--- src/rtl/uart_pkg.sv ---
// Shared UART definitions: receiver state encoding, oversampling constants and frame defaults.
package uart_pkg;

   localparam int unsigned OVERSAMPLE  = 16;
   localparam int unsigned START_MID   = 7;
   localparam int unsigned DEF_DBIT    = 8;
   localparam int unsigned DEF_SB_TICK = 16;

   typedef enum logic [2:0] {
      IDLE  = 3'd0,
      START = 3'd1,
      DATA  = 3'd2,
      STOP  = 3'd3,
      BREAK = 3'd4
   } rx_state_t;

endpackage

--- src/rtl/sync_2ff.sv ---
// Single-bit two-flop synchronizer for asynchronous inputs, with a selectable reset level.
module sync_2ff #(
   parameter logic RESET_VAL = 1'b1
) (
   input  logic clk,
   input  logic rst,
   input  logic d,
   output logic q
);

   logic meta_q;
   logic sync_q;

   always_ff @(posedge clk) begin
      if (rst) begin
         meta_q <= RESET_VAL;
         sync_q <= RESET_VAL;
      end else begin
         meta_q <= d;
         sync_q <= meta_q;
      end
   end

   assign q = sync_q;

endmodule

--- src/rtl/uart_rx.sv ---
// UART receiver: 16x oversampled start/data/stop deserializer with framing-error detection.
module uart_rx
   import uart_pkg::*;
#(
   parameter int unsigned DBIT    = DEF_DBIT,
   parameter int unsigned SB_TICK = DEF_SB_TICK
) (
   input  logic            clk,
   input  logic            rst,
   input  logic            tick,
   input  logic            rx,
   output logic [DBIT-1:0] dout,
   output logic            rx_done,
   output logic            frame_err
);

   localparam logic [4:0] S_MID  = 5'(START_MID);
   localparam logic [4:0] S_LAST = 5'(OVERSAMPLE - 1);
   localparam logic [4:0] S_STOP = 5'(SB_TICK - 1);
   localparam logic [2:0] N_LAST = 3'(DBIT - 1);

   logic            rx_s;
   rx_state_t       state_q, state_d;
   logic [4:0]      s_q, s_d;
   logic [2:0]      n_q, n_d;
   logic [DBIT-1:0] b_q, b_d;
   logic [DBIT-1:0] dout_q, dout_d;
   logic            done_q, done_d;
   logic            err_q, err_d;

   sync_2ff #(
      .RESET_VAL(1'b1)
   ) u_sync (
      .clk(clk),
      .rst(rst),
      .d  (rx),
      .q  (rx_s)
   );

   always_ff @(posedge clk) begin
      if (rst) begin
         state_q <= IDLE;
         s_q     <= '0;
         n_q     <= '0;
         b_q     <= '0;
         dout_q  <= '0;
         done_q  <= 1'b0;
         err_q   <= 1'b0;
      end else begin
         state_q <= state_d;
         s_q     <= s_d;
         n_q     <= n_d;
         b_q     <= b_d;
         dout_q  <= dout_d;
         done_q  <= done_d;
         err_q   <= err_d;
      end
   end

   always_comb begin
      state_d = state_q;
      s_d     = s_q;
      n_d     = n_q;
      b_d     = b_q;
      dout_d  = dout_q;
      done_d  = 1'b0;
      err_d   = 1'b0;
      case (state_q)
         IDLE: begin
            if (tick && !rx_s) begin
               state_d = START;
               s_d     = '0;
            end
         end
         START: begin
            if (tick) begin
               s_d = s_q + 5'd1;
               // Re-check the line at mid start bit to reject glitches.
               if (s_q == S_MID) begin
                  if (!rx_s) begin
                     state_d = DATA;
                     s_d     = '0;
                     n_d     = '0;
                  end else begin
                     state_d = IDLE;
                  end
               end
            end
         end
         DATA: begin
            if (tick) begin
               s_d = s_q + 5'd1;
               if (s_q == S_LAST) begin
                  b_d = {rx_s, b_q[DBIT-1:1]};
                  s_d = '0;
                  if (n_q == N_LAST) begin
                     state_d = STOP;
                  end else begin
                     n_d = n_q + 3'd1;
                  end
               end
            end
         end
         STOP: begin
            if (tick) begin
               s_d = s_q + 5'd1;
               if (s_q == S_STOP) begin
                  if (rx_s) begin
                     dout_d  = b_q;
                     done_d  = 1'b1;
                     state_d = IDLE;
                  end else begin
                     err_d   = 1'b1;
                     state_d = BREAK;
                  end
               end
            end
         end
         // Wait out a held-low line so it cannot look like a fresh start bit.
         BREAK: begin
            if (rx_s) begin
               state_d = IDLE;
            end
         end
         default: state_d = IDLE;
      endcase
   end

   assign dout      = dout_q;
   assign rx_done   = done_q;
   assign frame_err = err_q;

endmodule

--- config.mk ---
export PLATFORM = sky130hd
export DESIGN_NAME = uart_rx
export DESIGN_NICKNAME = d
export VERILOG_FILES = /design/src/rtl/uart_pkg.sv /design/src/rtl/sync_2ff.sv /design/src/rtl/uart_rx.sv
export SDC_FILE = /design/constraint.sdc
export NUM_CORES = 1
export LEC_CHECK = 0
export ABC_CLOCK_PERIOD_IN_PS = 3700
export CORE_MARGIN = 3
export CORE_UTILIZATION = 59
export CTS_CLUSTER_DIAMETER = 80
export DETAILED_ROUTE_END_ITERATION = 12
export PLACE_DENSITY = 0.79
export SLEW_MARGIN = 20
export SYNTH_ARGS = -nofsm -noshare
export SYNTH_HDL_FRONTEND = slang
export SYNTH_SLANG_ARGS = --single-unit
export TNS_END_PERCENT = 30
--- constraint.sdc ---
create_clock -name clk -period 3.7 [get_ports clk]
set_clock_uncertainty 0.05 [all_clocks]
set_input_delay 0.925 -clock clk [delete_from_list [all_inputs] [get_ports clk]]
set_output_delay 0.925 -clock clk [all_outputs]
set_load 0.005 [all_outputs]
# ---- Word level (Yosys, flattened, before mapping)
# Cells that the tools add are included.
dict set report totals {
  ff_bits 31
  in_bits 4
  output_inout_bits 10
  word_cells 72
}
dict set report classes {
  add_sub_neg 2
  eq_ne 18
  mux 29
  n_bitwise 3
  n_reduce_logical 11
}
# op count
set ops {}
lappend ops {{two-way mux 3 bit} 16}
lappend ops {{two-way mux 5 bit} 7}
lappend ops {{!= test 2 bit, second input constant} 10}
lappend ops {{case mux 5 bit (4 select lines)} 1}
lappend ops {{case mux 3 bit (5 select lines)} 1}
lappend ops {{AND reduction 9 bit} 1}
lappend ops {{AND reduction 7 bit} 1}
lappend ops {{equality test 3 x 2 -> 1 bit, second input constant} 2}
lappend ops {{equality test 3 bit, second input constant} 2}
lappend ops {{case mux 3 bit (2 select lines)} 1}
lappend ops {{adder 5 x 1 -> 5 bit, second input constant} 1}
lappend ops {{equality test 5 x 3 -> 1 bit, second input constant} 1}
lappend ops {{equality test 5 x 4 -> 1 bit, second input constant} 1}
lappend ops {{AND reduction 5 bit} 1}
lappend ops {{AND reduction 4 bit} 1}
lappend ops {{nonzero test 4 bit} 1}
lappend ops {{OR reduction 4 bit} 1}
lappend ops {{adder 3 x 1 -> 3 bit, second input constant} 1}
lappend ops {{equality test 3 x 1 -> 1 bit, second input constant} 1}
lappend ops {{zero test 3 bit} 1}
lappend ops {{NOT 1 bit} 3}
lappend ops {{AND reduction 3 bit} 1}
lappend ops {{two-way mux 1 bit} 2}
lappend ops {{two-way mux 2 bit} 1}
lappend ops {{other kinds (4)} 4}

# ---- Logic depth before layout (Yosys ltp)
dict set report logic_depth {
  ltp_word 5
  ltp_mapped 8
  ltp_nobuf 8
}

# ---- By module
# From an unflattened synthesis, not the netlist that was laid out.
dict set report unflattened {
  hier_cells 155
  area_unflattened_um2 1485.2
}
# mod n_inst cells_each area_per_inst_um2 seq_area_each_um2
set by_module_without_submodules {}
lappend by_module_without_submodules {uart_rx 1 151 1432.6 580.6}
lappend by_module_without_submodules {sync_2ff 1 4 52.6 40.0}

# ---- Worst setup path after synthesis
# OpenSTA, ideal clock, no wires.
dict set report synth_timing {
  path_kind {input to register}
  startpoint {in tick}
  endpoint {reg dout_q[0] (netlist: dout[0])}
  setup_time_ns 0.128
  arrival_time_ns 1.754
  t_required_ns 3.522
  path_slack_ns 1.769
  cell_stages 5
  path_buffers 1
  cell_sequence {nand2b_4 > buf_6 > nor3_4 > mux2i_1 > nor2_1}
}
dict set report synth_between {
  elab_chain_cells 1
}
# item line
set synth_lines {}
lappend synth_lines {{from (decl)} uart_rx.sv:10} ;# input logic tick,
lappend synth_lines {{AND reduction 4 bit (no source line)} -}
lappend synth_lines {{to (signal assigned)} uart_rx.sv:54} ;# dout_q <= dout_d;
lappend synth_lines {{to (decl)} uart_rx.sv:27} ;# logic [DBIT-1:0] dout_q, dout_d;
# Every way passes these cells.
# A chain may end at the register's enable or synchronous reset.

# ---- Final worst setup path
dict set report layout_timing {
  startpoint {in tick}
  endpoint {reg dout_q[4] (netlist: dout[4])}
}
# The elaborated chain is that of the path after synthesis.

==> flow_metrics.tcl <==
set metrics [dict create \
    status "finished, final reports clean" \
    synth_area_um2 1400 \
    power_density_nw_per_um2 396 \
    grt_pass1_wl_mm 5.11 \
    hold_buffers 0 \
    ios 14 \
    yosysSeqAreaShare_pct 44.4 \
    cp.required_ns 3.88 \
    grt_pass1_vias 1100 \
    grt_util_met2_pct 39.6 \
    fp.dieArea_um2 2990 \
    routedWlPerCell_um 15.4 \
    p_leak_uw 0.000562 \
    top_usage_layer "met2" \
    period_needed_ns 2.29 \
    drive_gt1_share_pct 11.9 \
    rows 16 \
    holdPathStages 1 \
    yosys-top-cells-area "dfxtp_1 (44%), mux2i_1 (14%), nor2_1 (6.4%)" \
    critical_path_peak_fanout 8 \
    synth_common_cells "dfxtp_1 (31), nor2_1 (24), mux2i_1 (19)" \
    total_power_uw 638 \
    setup_viol 0 \
    drtIter0Drc 31 \
    yosysUniqueCellTypes 30 \
    min_to "u_sync.q$_SDFF_PP1_" \
    use_met3_pct 8.45 \
    initial_core_util_pct 66.5 \
    root_buffer "clkbuf_4" \
    avgSynthCellArea_um2 9.64 \
    max_freq_mhz 437 \
    netlist_instances 145 \
    grt_max_degree 22 \
    cp-start-kind "primary input" \
    rsz0062_at_grt "no" \
    dpl.hpwl_mm 1.95 \
    h-tree-depth 2 \
    timing.rr.start "s_q[0]$_SDFFE_PP0P_" \
    postPlaceCellArea_um2 1530 \
    cts_buffer_depth 2 \
    worst_ep_arrival_time_ns 2.47 \
    met1_usage_pct 30.6 \
    drc 0 \
    ff2ff_setup_slack_ns 1.47 \
    vdd_ir_drop_max_uv 433 \
    fp.dieW_um 54.7 \
    cts_made_buffers 5 \
    core_area_um2 2100 \
    yosys.area.top_type "dfxtp_1" \
    clock_sinks 31 \
    ant_nets 0 \
    grtUsageTotal_pct 24.3 \
    hold_path_class "register to register" \
    max_slew_margin_pct 62.4 \
    grt_overflow 0 \
    detail_route.wirelength_mm 2.88 \
    synthesis.nets 155 \
    vias_per_cell 5.78 \
    io_buffers 13 \
    slew_violations 0 \
    clk_pin_slew_ns 0.09 \
    fillers 162 \
    via_count 1081 \
    r2r_end "b_q[0]$_SDFFE_PP0P_" \
    die_h_um 54.7 \
    antenna_found_initial 0 \
    hold_viol 0 \
    yosysWarnings 0 \
    synthDominantCellAreaShare_pct 44.4 \
    fin_area_um2 1610 \
    critical_path_class "primary input to register" \
    post-cts-setup-buffers 0 \
    finalSetupTns_ns 0 \
    areaGrowthSynthToFinish_pct 15.3 \
    first_pass_iters 4 \
    min_from "u_sync.meta_q$_SDFF_PP1_" \
    nNetsFinal 169 \
    reg2regPathDepth 7 \
    yosysMostFrequentCell "dfxtp_1" \
    cts_tree "yes" \
    clk-insertion-delay-late_ns 0.34 \
    min_period_over_period_pct 61.9 \
    synth-main-ff-cell "dfxtp_1" \
    critPathCaptureType "register" \
    diodes 0 \
    tightest_slew_ns 0.558 \
    synth-edff-count 0 \
    routabilityCongestion 0.811 \
    maxCapViolations 0 \
    synthArstFlopShare_pct 0 \
    ys_seq_elements 31 \
    cts_resized 0 \
]
[worst max-delay path by stage]
stage,start,endpoint,slack [ns]
5_1_grt,tick,dout[4]$_SDFFE_PP0P_,1.30
3_5_place_dp,tick,dout[5]$_SDFFE_PP0P_,1.05
6_report,tick,dout[4]$_SDFFE_PP0P_,1.41
3_3_place_gp,tick,dout[3]$_SDFFE_PP0P_,1.12
2_1_floorplan,tick,dout[0]$_SDFFE_PP0P_,1.77
4_1_cts,tick,dout[4]$_SDFFE_PP0P_,1.40
[cells by family after synthesis]
family	synth area share [%]
AOI/OAI and AO/OA	8.33
adders and majority gates	5.37
buffers and inverters	3.94
DFF	44.4
muxes	13.6
and+or+nand+nor	24.3
[layout by cell type (no fill, tap or decap), types with 2 or more instances in the layout]
cell,synthesis,final
nand2_1,10,10
dfxtp_1,31,31
ha_1,6,6
or2_2,2,2
clkbuf_4,0,5
nor2_1,24,24
nor3_4,2,2
a31oi_1,4,4
and3_1,2,2
clkdlybuf4s50_1,0,13
a21oi_1,5,5
mux2i_1,19,19
nand3b_1,2,2
nor4_1,4,4
nor2b_1,2,2
nand2b_1,4,4
inv_1,3,3
nand3_1,6,6
a31o_2,2,2
[power by group]
part           total, uW  switching, uW  internal [uW]
Clock                281            121            160
Combinational       19.8           12.0           7.81
Sequential           338           2.77            335
Total                638            136            502
[registers in the layout, indices dropped and copies added (netlist names)]
register	count
b_q	8
dout	8
s_q	5
n_q	3
state_q	3
frame_err	1
rx_done	1
u_sync.meta_q	1
u_sync.q	1
[final cells by class]
class	instances	area (um2)	area share [%]
multi-input combinational	104	722	44.8
sequential	31	621	38.5
timing repair buffer	14	138	8.54
tap	27	33.8	2.10
clock buffer	6	51.3	3.18
clock inverter	2	35.0	2.17
inverter	3	11.3	0.699
[stage by stage]
step,instances,setup WS [ns],util [%],hold WS (ns)
6_report,187,1.41,76.7,0.369
5_1_grt,187,1.30,76.7,0.397
4_1_cts,187,1.40,76.7,0.374
3_5_place_dp,179,1.05,72.6,0.351
3_3_place_gp,179,1.12,72.6,0.342
2_1_floorplan,145,1.77,-,0.339
[worst max-delay path, stage by stage]
cell and delay (ns):
clkdlybuf4s50_1 0.60, nand2b_4 0.13, nor3_4 0.48, mux2i_1 0.27, nor2_1 0.05
[metal layers]
| metal | vias to the layer above | routed length (um) |
|---|---|---|
| li1 | 531 | - |
| met1 | 516 | 1320 |
| met2 | 30 | 1380 |
| met3 | 4 | 182 |
| met4 | 0 | 9 |
| met5 | - | 0 |
Power figures use the tool's default switching activity.
